<file path="src/rtl/ttc3_secret_vault.sv">
// Multi-slot write-once secret vault between the provisioning path and the KDF.
// Optional per-slot read limit enabled by defining TTC3_VAULT_READ_LIMIT_EN.
module ttc3_secret_vault #(
    parameter int NUM_SLOTS    = 4,
    parameter int SECRET_WIDTH = 256,
    parameter int CHUNK_WIDTH  = 32,
`ifdef TTC3_VAULT_READ_LIMIT_EN
    parameter int READ_LIMIT   = 1,
`endif
    localparam int SLOT_W = (NUM_SLOTS > 1) ? $clog2(NUM_SLOTS) : 1
) (
    input  logic                    clock,
    input  logic                    reset_n,
    input  logic                    wr_valid,
    output logic                    wr_ready,
    input  logic [SLOT_W-1:0]       wr_slot,
    input  logic [CHUNK_WIDTH-1:0]  wr_data,
    output logic                    wr_err,
    input  logic                    kdf_req,
    input  logic [SLOT_W-1:0]       kdf_slot,
    output logic                    kdf_ack,
    output logic [SECRET_WIDTH-1:0] kdf_data,
    output logic                    kdf_err,
    input  logic                    zeroize,
    output logic                    busy,
`ifdef TTC3_VAULT_READ_LIMIT_EN
    output logic [NUM_SLOTS-1:0]    reads_exhausted,
`endif
    output logic [NUM_SLOTS-1:0]    slot_valid
);

    localparam int NUM_CHUNKS = SECRET_WIDTH / CHUNK_WIDTH;
    localparam int CNT_W      = (NUM_CHUNKS > 1) ? $clog2(NUM_CHUNKS) : 1;

    typedef enum logic [1:0] {
        ST_IDLE = 2'd0,
        ST_LOAD = 2'd1,
        ST_ZERO = 2'd2
    } state_t;

    state_t                  state_r;
    logic [CNT_W-1:0]        cnt_r;
    logic [SLOT_W-1:0]       load_slot_r;
    logic [SLOT_W-1:0]       zidx_r;
    logic [SECRET_WIDTH-1:0] secret_r [NUM_SLOTS];
    logic [NUM_SLOTS-1:0]    slot_valid_r;
    logic                    wr_err_r;
    logic                    kdf_ack_r;
    logic                    kdf_err_r;
    logic [SECRET_WIDTH-1:0] kdf_data_r;
    logic                    busy_r;
    logic                    ready_en_r;

    logic wr_ready_s;
    logic wr_fire_s;
    logic wr_slot_ok_s;
    logic kdf_take_s;
    logic kdf_ok_s;

`ifdef TTC3_VAULT_READ_LIMIT_EN
    localparam int RC_W = (READ_LIMIT > 0) ? $clog2(READ_LIMIT + 1) : 1;
    logic [RC_W-1:0]      rcnt_r [NUM_SLOTS];
    logic [NUM_SLOTS-1:0] exhausted_s;

    // A slot is exhausted once its read count has reached the limit.
    always_comb begin
        exhausted_s = '0;
        for (int k = 0; k < NUM_SLOTS; k++) begin
            exhausted_s[k] = (rcnt_r[k] >= RC_W'(READ_LIMIT));
        end
    end

    // Per-slot read counters: bumped on each ack, cleared as zeroize reaches the slot.
    always_ff @(posedge clock or negedge reset_n) begin
        if (!reset_n) begin
            for (int k = 0; k < NUM_SLOTS; k++) begin
                rcnt_r[k] <= '0;
            end
        end else if (kdf_take_s && kdf_ok_s) begin
            rcnt_r[kdf_slot] <= rcnt_r[kdf_slot] + RC_W'(1);
        end else if ((state_r == ST_ZERO) && !zeroize) begin
            rcnt_r[zidx_r] <= '0;
        end
    end

    assign reads_exhausted = exhausted_s;
`endif

    // ready_en_r keeps wr_ready low while reset is applied and for the release cycle.
    assign wr_ready_s = ready_en_r && (state_r != ST_ZERO) && !zeroize;
    assign wr_fire_s  = wr_valid && wr_ready_s;
    assign kdf_take_s = kdf_req && (state_r == ST_IDLE) && !zeroize && !wr_fire_s
                        && !kdf_ack_r && !kdf_err_r;

    // Write-once lock and range check for the first beat of a load.
    always_comb begin
        wr_slot_ok_s = 1'b0;
        if (int'(wr_slot) < NUM_SLOTS) begin
            wr_slot_ok_s = !slot_valid_r[wr_slot];
        end else begin
            wr_slot_ok_s = 1'b0;
        end
    end

    // A KDF read succeeds only for an in-range, loaded (and not exhausted) slot.
    always_comb begin
        kdf_ok_s = 1'b0;
        if (int'(kdf_slot) < NUM_SLOTS) begin
`ifdef TTC3_VAULT_READ_LIMIT_EN
            kdf_ok_s = slot_valid_r[kdf_slot] && !exhausted_s[kdf_slot];
`else
            kdf_ok_s = slot_valid_r[kdf_slot];
`endif
        end else begin
            kdf_ok_s = 1'b0;
        end
    end

    // Main FSM: zeroize beats write, write beats KDF; response pulses last one cycle.
    always_ff @(posedge clock or negedge reset_n) begin
        if (!reset_n) begin
            state_r      <= ST_IDLE;
            cnt_r        <= '0;
            load_slot_r  <= '0;
            zidx_r       <= '0;
            slot_valid_r <= '0;
            wr_err_r     <= 1'b0;
            kdf_ack_r    <= 1'b0;
            kdf_err_r    <= 1'b0;
            kdf_data_r   <= '0;
            busy_r       <= 1'b0;
            ready_en_r   <= 1'b0;
            for (int k = 0; k < NUM_SLOTS; k++) begin
                secret_r[k] <= '0;
            end
        end else begin
            ready_en_r <= 1'b1;
            wr_err_r   <= 1'b0;
            kdf_ack_r  <= 1'b0;
            kdf_err_r  <= 1'b0;
            kdf_data_r <= '0;
            if (zeroize) begin
                // Partial load chunks live in slot storage and are wiped by the sweep.
                state_r <= ST_ZERO;
                zidx_r  <= '0;
                cnt_r   <= '0;
                busy_r  <= 1'b1;
            end else begin
                case (state_r)
                    ST_IDLE: begin
                        if (wr_fire_s) begin
                            if (!wr_slot_ok_s) begin
                                wr_err_r <= 1'b1;
                            end else begin
                                load_slot_r <= wr_slot;
                                secret_r[wr_slot][CHUNK_WIDTH-1:0] <= wr_data;
                                if (NUM_CHUNKS == 1) begin
                                    slot_valid_r[wr_slot] <= 1'b1;
                                end else begin
                                    cnt_r   <= CNT_W'(1);
                                    state_r <= ST_LOAD;
                                    busy_r  <= 1'b1;
                                end
                            end
                        end else if (kdf_take_s) begin
                            if (kdf_ok_s) begin
                                kdf_ack_r  <= 1'b1;
                                kdf_data_r <= secret_r[kdf_slot];
                            end else begin
                                kdf_err_r <= 1'b1;
                            end
                        end
                    end
                    ST_LOAD: begin
                        if (wr_fire_s) begin
                            secret_r[load_slot_r][int'(cnt_r)*CHUNK_WIDTH +: CHUNK_WIDTH] <= wr_data;
                            if (cnt_r == CNT_W'(NUM_CHUNKS - 1)) begin
                                slot_valid_r[load_slot_r] <= 1'b1;
                                cnt_r   <= '0;
                                state_r <= ST_IDLE;
                                busy_r  <= 1'b0;
                            end else begin
                                cnt_r <= cnt_r + CNT_W'(1);
                            end
                        end
                    end
                    ST_ZERO: begin
                        secret_r[zidx_r]     <= '0;
                        slot_valid_r[zidx_r] <= 1'b0;
                        if (zidx_r == SLOT_W'(NUM_SLOTS - 1)) begin
                            zidx_r  <= '0;
                            state_r <= ST_IDLE;
                            busy_r  <= 1'b0;
                        end else begin
                            zidx_r <= zidx_r + SLOT_W'(1);
                        end
                    end
                    default: begin
                        state_r <= ST_IDLE;
                        busy_r  <= 1'b0;
                    end
                endcase
            end
        end
    end

    assign wr_ready   = wr_ready_s;
    assign wr_err     = wr_err_r;
    assign kdf_ack    = kdf_ack_r;
    assign kdf_err    = kdf_err_r;
    assign kdf_data   = kdf_data_r;
    assign busy       = busy_r;
    assign slot_valid = slot_valid_r;

endmodule

</file>
<file path="config.mk">
export PLATFORM = sky130hd
export DESIGN_NAME = ttc3_secret_vault
export DESIGN_NICKNAME = d
export VERILOG_FILES = /design/src/rtl/ttc3_secret_vault.sv
export SDC_FILE = /design/constraint.sdc
export NUM_CORES = 2
export LEC_CHECK = 0
export CAP_MARGIN = 20
export CELL_PAD_IN_SITES_DETAIL_PLACEMENT = 1
export CELL_PAD_IN_SITES_GLOBAL_PLACEMENT = 2
export CORE_MARGIN = 10
export CORE_UTILIZATION = 25
export CTS_CLUSTER_DIAMETER = 120
export CTS_CLUSTER_SIZE = 10
export DETAILED_ROUTE_END_ITERATION = 6
export PLACE_DENSITY = 0.58
export SYNTH_ARGS = -nofsm -noshare
export SYNTH_HDL_FRONTEND = slang
export SYNTH_SLANG_ARGS = --single-unit
</file>
<file path="constraint.sdc">
create_clock -name clock -period 3.2 [get_ports clock]
set_clock_uncertainty 0.2 [all_clocks]
set_input_delay 0.64 -clock clock [delete_from_list [all_inputs] [get_ports clock]]
set_output_delay 0.64 -clock clock [all_outputs]
set_load 0.05 [all_outputs]
</file>
==> impl_metrics.toml <==
[route]
viasPerCell = 5.30
wire_per_inst_um = 30.8
drtAntennaViolNets = 0
dr.pass1.iters = 5
drt_iter0_markers = 2598
num_vias = 36200
routed_wl_um = 211000
route.detailed.drc = 0

[synthesis]
ys_seq_elements = 1298
synthFlopType = "dfrtp_1"
yosys-top-cells-count = "dfrtp_1 (1,298), o2bb2ai_1 (700), a22o_1 (324)"
synth_edf_count = 0
synth_cell_type_count = 50
syn_inst = 3657
yosys.area.top_type = "dfrtp_1"
ys_top_cells_by_area = "dfrtp_1 (62%), o2bb2ai_1 (12%), mux4_2 (11%)"
synth_area_per_cell_um2 = 14.4
yosys.cell_count.top_type = "dfrtp_1"
yosysWarnings = 0
ys_async_sr_fraction = 1.00
syn_nets = 3711
synth_top_area_share = 0.616
synth_seq_area_share = 0.616
synth_area_um2 = 52700

[setup_path]
critPathRequiredTime_ns = 2.36
r2r_cells = 8
slowest_delay_ns = 0.91
r2r_start = "cnt_r[1]$_DFFE_PN0P_"
worstPathMaxFanout = 5
crit_chain = "buf_4, clkdlybuf4s50_1"
critical_path_class = "reg -> out"
startpoint = "slot_valid[2]$_DFFE_PN0P_"
startpoint_type = "flip-flop"
arrival_ns = 2.24
critPathCaptureType = "output port"
slowest_stage = "clkdlybuf4s50_1"

[power]
p_int_uw = 28100
p_sw_uw = 12200
p_seq_frac = 0.437
vdd_drop_max_mv = 0.556
p_per_area_nw_per_um2 = 613
combinationalPowerShare = 0.177
power_frac_clock = 0.386
swShare = 0.303
leakagePower_uw = 0.0288

[placement]
dp_cells = 6663
dp_hpwl_um = 131000
post-place-ws_ns = -0.537
io_buffers = 305
place_congestion = 0.767
place_area_um2 = 61600

[clock_network]
cts_tree = "done"
insertion_delay_ns = 0.81
htreeDepth = 4
cts_buffers = 149
cts_root_buf = "clkbuf_16"
clock_path_buffers = 3
cts_sinks = 1298
clk_pin_slew_ns = 0.07

[grt]
grt_max_degree = 118
grt_usage = 0.180
first_global_vias = 39800
antenna_found_initial = 29
grt_overflow_total = 0
grt_pass1_wl_um = 307000

[timing]
worst-slew-pin-transition_ns = 0.813
min_period_ns = 3.08
hold_violations = 0
drv_slew = 0
tns_ns = 0
setup_violations = 0
rsz0062_at_grt = "false"
layout_setup_ws_ns = 0.122
period_share = 0.962
fmax_mhz = 325
max_slew_margin = 0.456
holdWs_ns = 0.238

[layout]
fin_nets = 4065
seqCellArea_um2 = 32500
n_fill_cell = 21900
multiInputGateArea_um2 = 18900
final_cells = 6842
syn_to_final_growth_pct = 24.9
drive_gt1_frac = 0.192
design_area_um2 = 65800

[run]
maxCapViolCount = 0

[floorplanning]
core-area_um2 = 210000
ios = 306
die_y_um = 479
start_util = 0.251
dieArea_um2 = 230000
die_w_um = 479
num_rows = 168

[hold_path]
holdCritPathClass = "in -> async"

[run_status]
status = "complete, no violations"
worst paths after layout:
| kind | to | slack [ns] |
|---|---|---|
| min reg2reg | flip-flop | 0.28 |
| max | slot_valid[2] | 0.12 |
| max in group asynchronous | asynchronous set/reset pin | 1.56 |
| min | kdf_data[189]$_DFF_PN0_ | 0.24 |
| min in group clock | flip-flop | 0.28 |
| max reg2reg | flip-flop | 0.13 |
routing by layer:
metal | wire length [µm] | vias to the layer above | GRT usage | share of wire
met5 | 0 | - | 0 | 0
met4 | 6810 | 0 | 0.0577 | 0.032
met3 | 11900 | 304 | 0.0377 | 0.056
met2 | 96300 | 1076 | 0.280 | 0.46
met1 | 95600 | 20100 | 0.251 | 0.45
li1 | - | 14800 | - | -
timing repair:
item | 4_1_cts | 5_1_grt
setup endpoints to repair | 1 | 63
resized for setup | 1 | 2
buffers inserted | 0 | 1
hold buffers | 1 | 0
endpoints found under the hold margin | 76 | 0
kinds of logic (layout without fill, tap and decap cells):
| logic type | after synthesis | in the layout | share of synthesized area |
|---|---|---|---|
| compound gates | 1098 | 1098 | 0.179 |
| fa+ha+maj | 13 | 13 | 0.00309 |
| buf+inv | 395 | 768 | 0.0314 |
| flops | 1298 | 1298 | 0.616 |
| mux | 265 | 265 | 0.111 |
| other cells | 1 | 8 | 0.0000712 |
| simple gates | 587 | 587 | 0.0587 |
stage by stage:
step,total power [µW],utilization
after floorplan,21000,-
after global placement,25000,0.294
after detailed placement,25100,0.294
after CTS,40900,0.314
after global routing,42000,0.314
final,40400,0.314
power groups by stage:
stage	clock network [µW]	registers, µW	logic, µW
CTS	16100	17600	7250
global route	16700	17700	7570
floorplan	0	17800	3230
detailed placement	0	17900	7220
global placement	0	17900	7150
finish	15600	17600	7150
layout make-up:
type,instances,area share
well taps,2805,0.0533
inverters,15,0.000855
diodes,7,0.000266
repair buffers,583,0.103
multi-input cells,1964,0.287
clock inverters,19,0.00589
clock buffers,151,0.0569
flip-flops and latches,1298,0.493
worst max-delay path, delay by kind of cell, from the launching register on:
family | cells | cell delay (ns)
buffers and inverters | 2 | 1.07
DFF | 1 | 0.35
placed cells by master (no fill, tap or decap), types with 5 or more instances in the layout:
cell type and instances:
buf_4 151, dfrtp_1 1298, buf_12 126, inv_1 15
clkinv_16 8, nand2b_1 14, o2bb2ai_1 700, ha_1 13
mux2_2 5, a21o_1 5, clkbuf_16 149, nand3_1 21
a2bb2oi_1 5, and3_1 260, nor2_1 48, nor2b_1 6
diode_2 7, nand2_1 187, a21oi_1 7, clkdlybuf4s50_1 301
o21ai_0 7, or2_2 6, nand4_1 5, o21ai_4 11
o21ai_2 18, mux4_2 256, a22o_1 324
(Power assumes the default switching activity.)
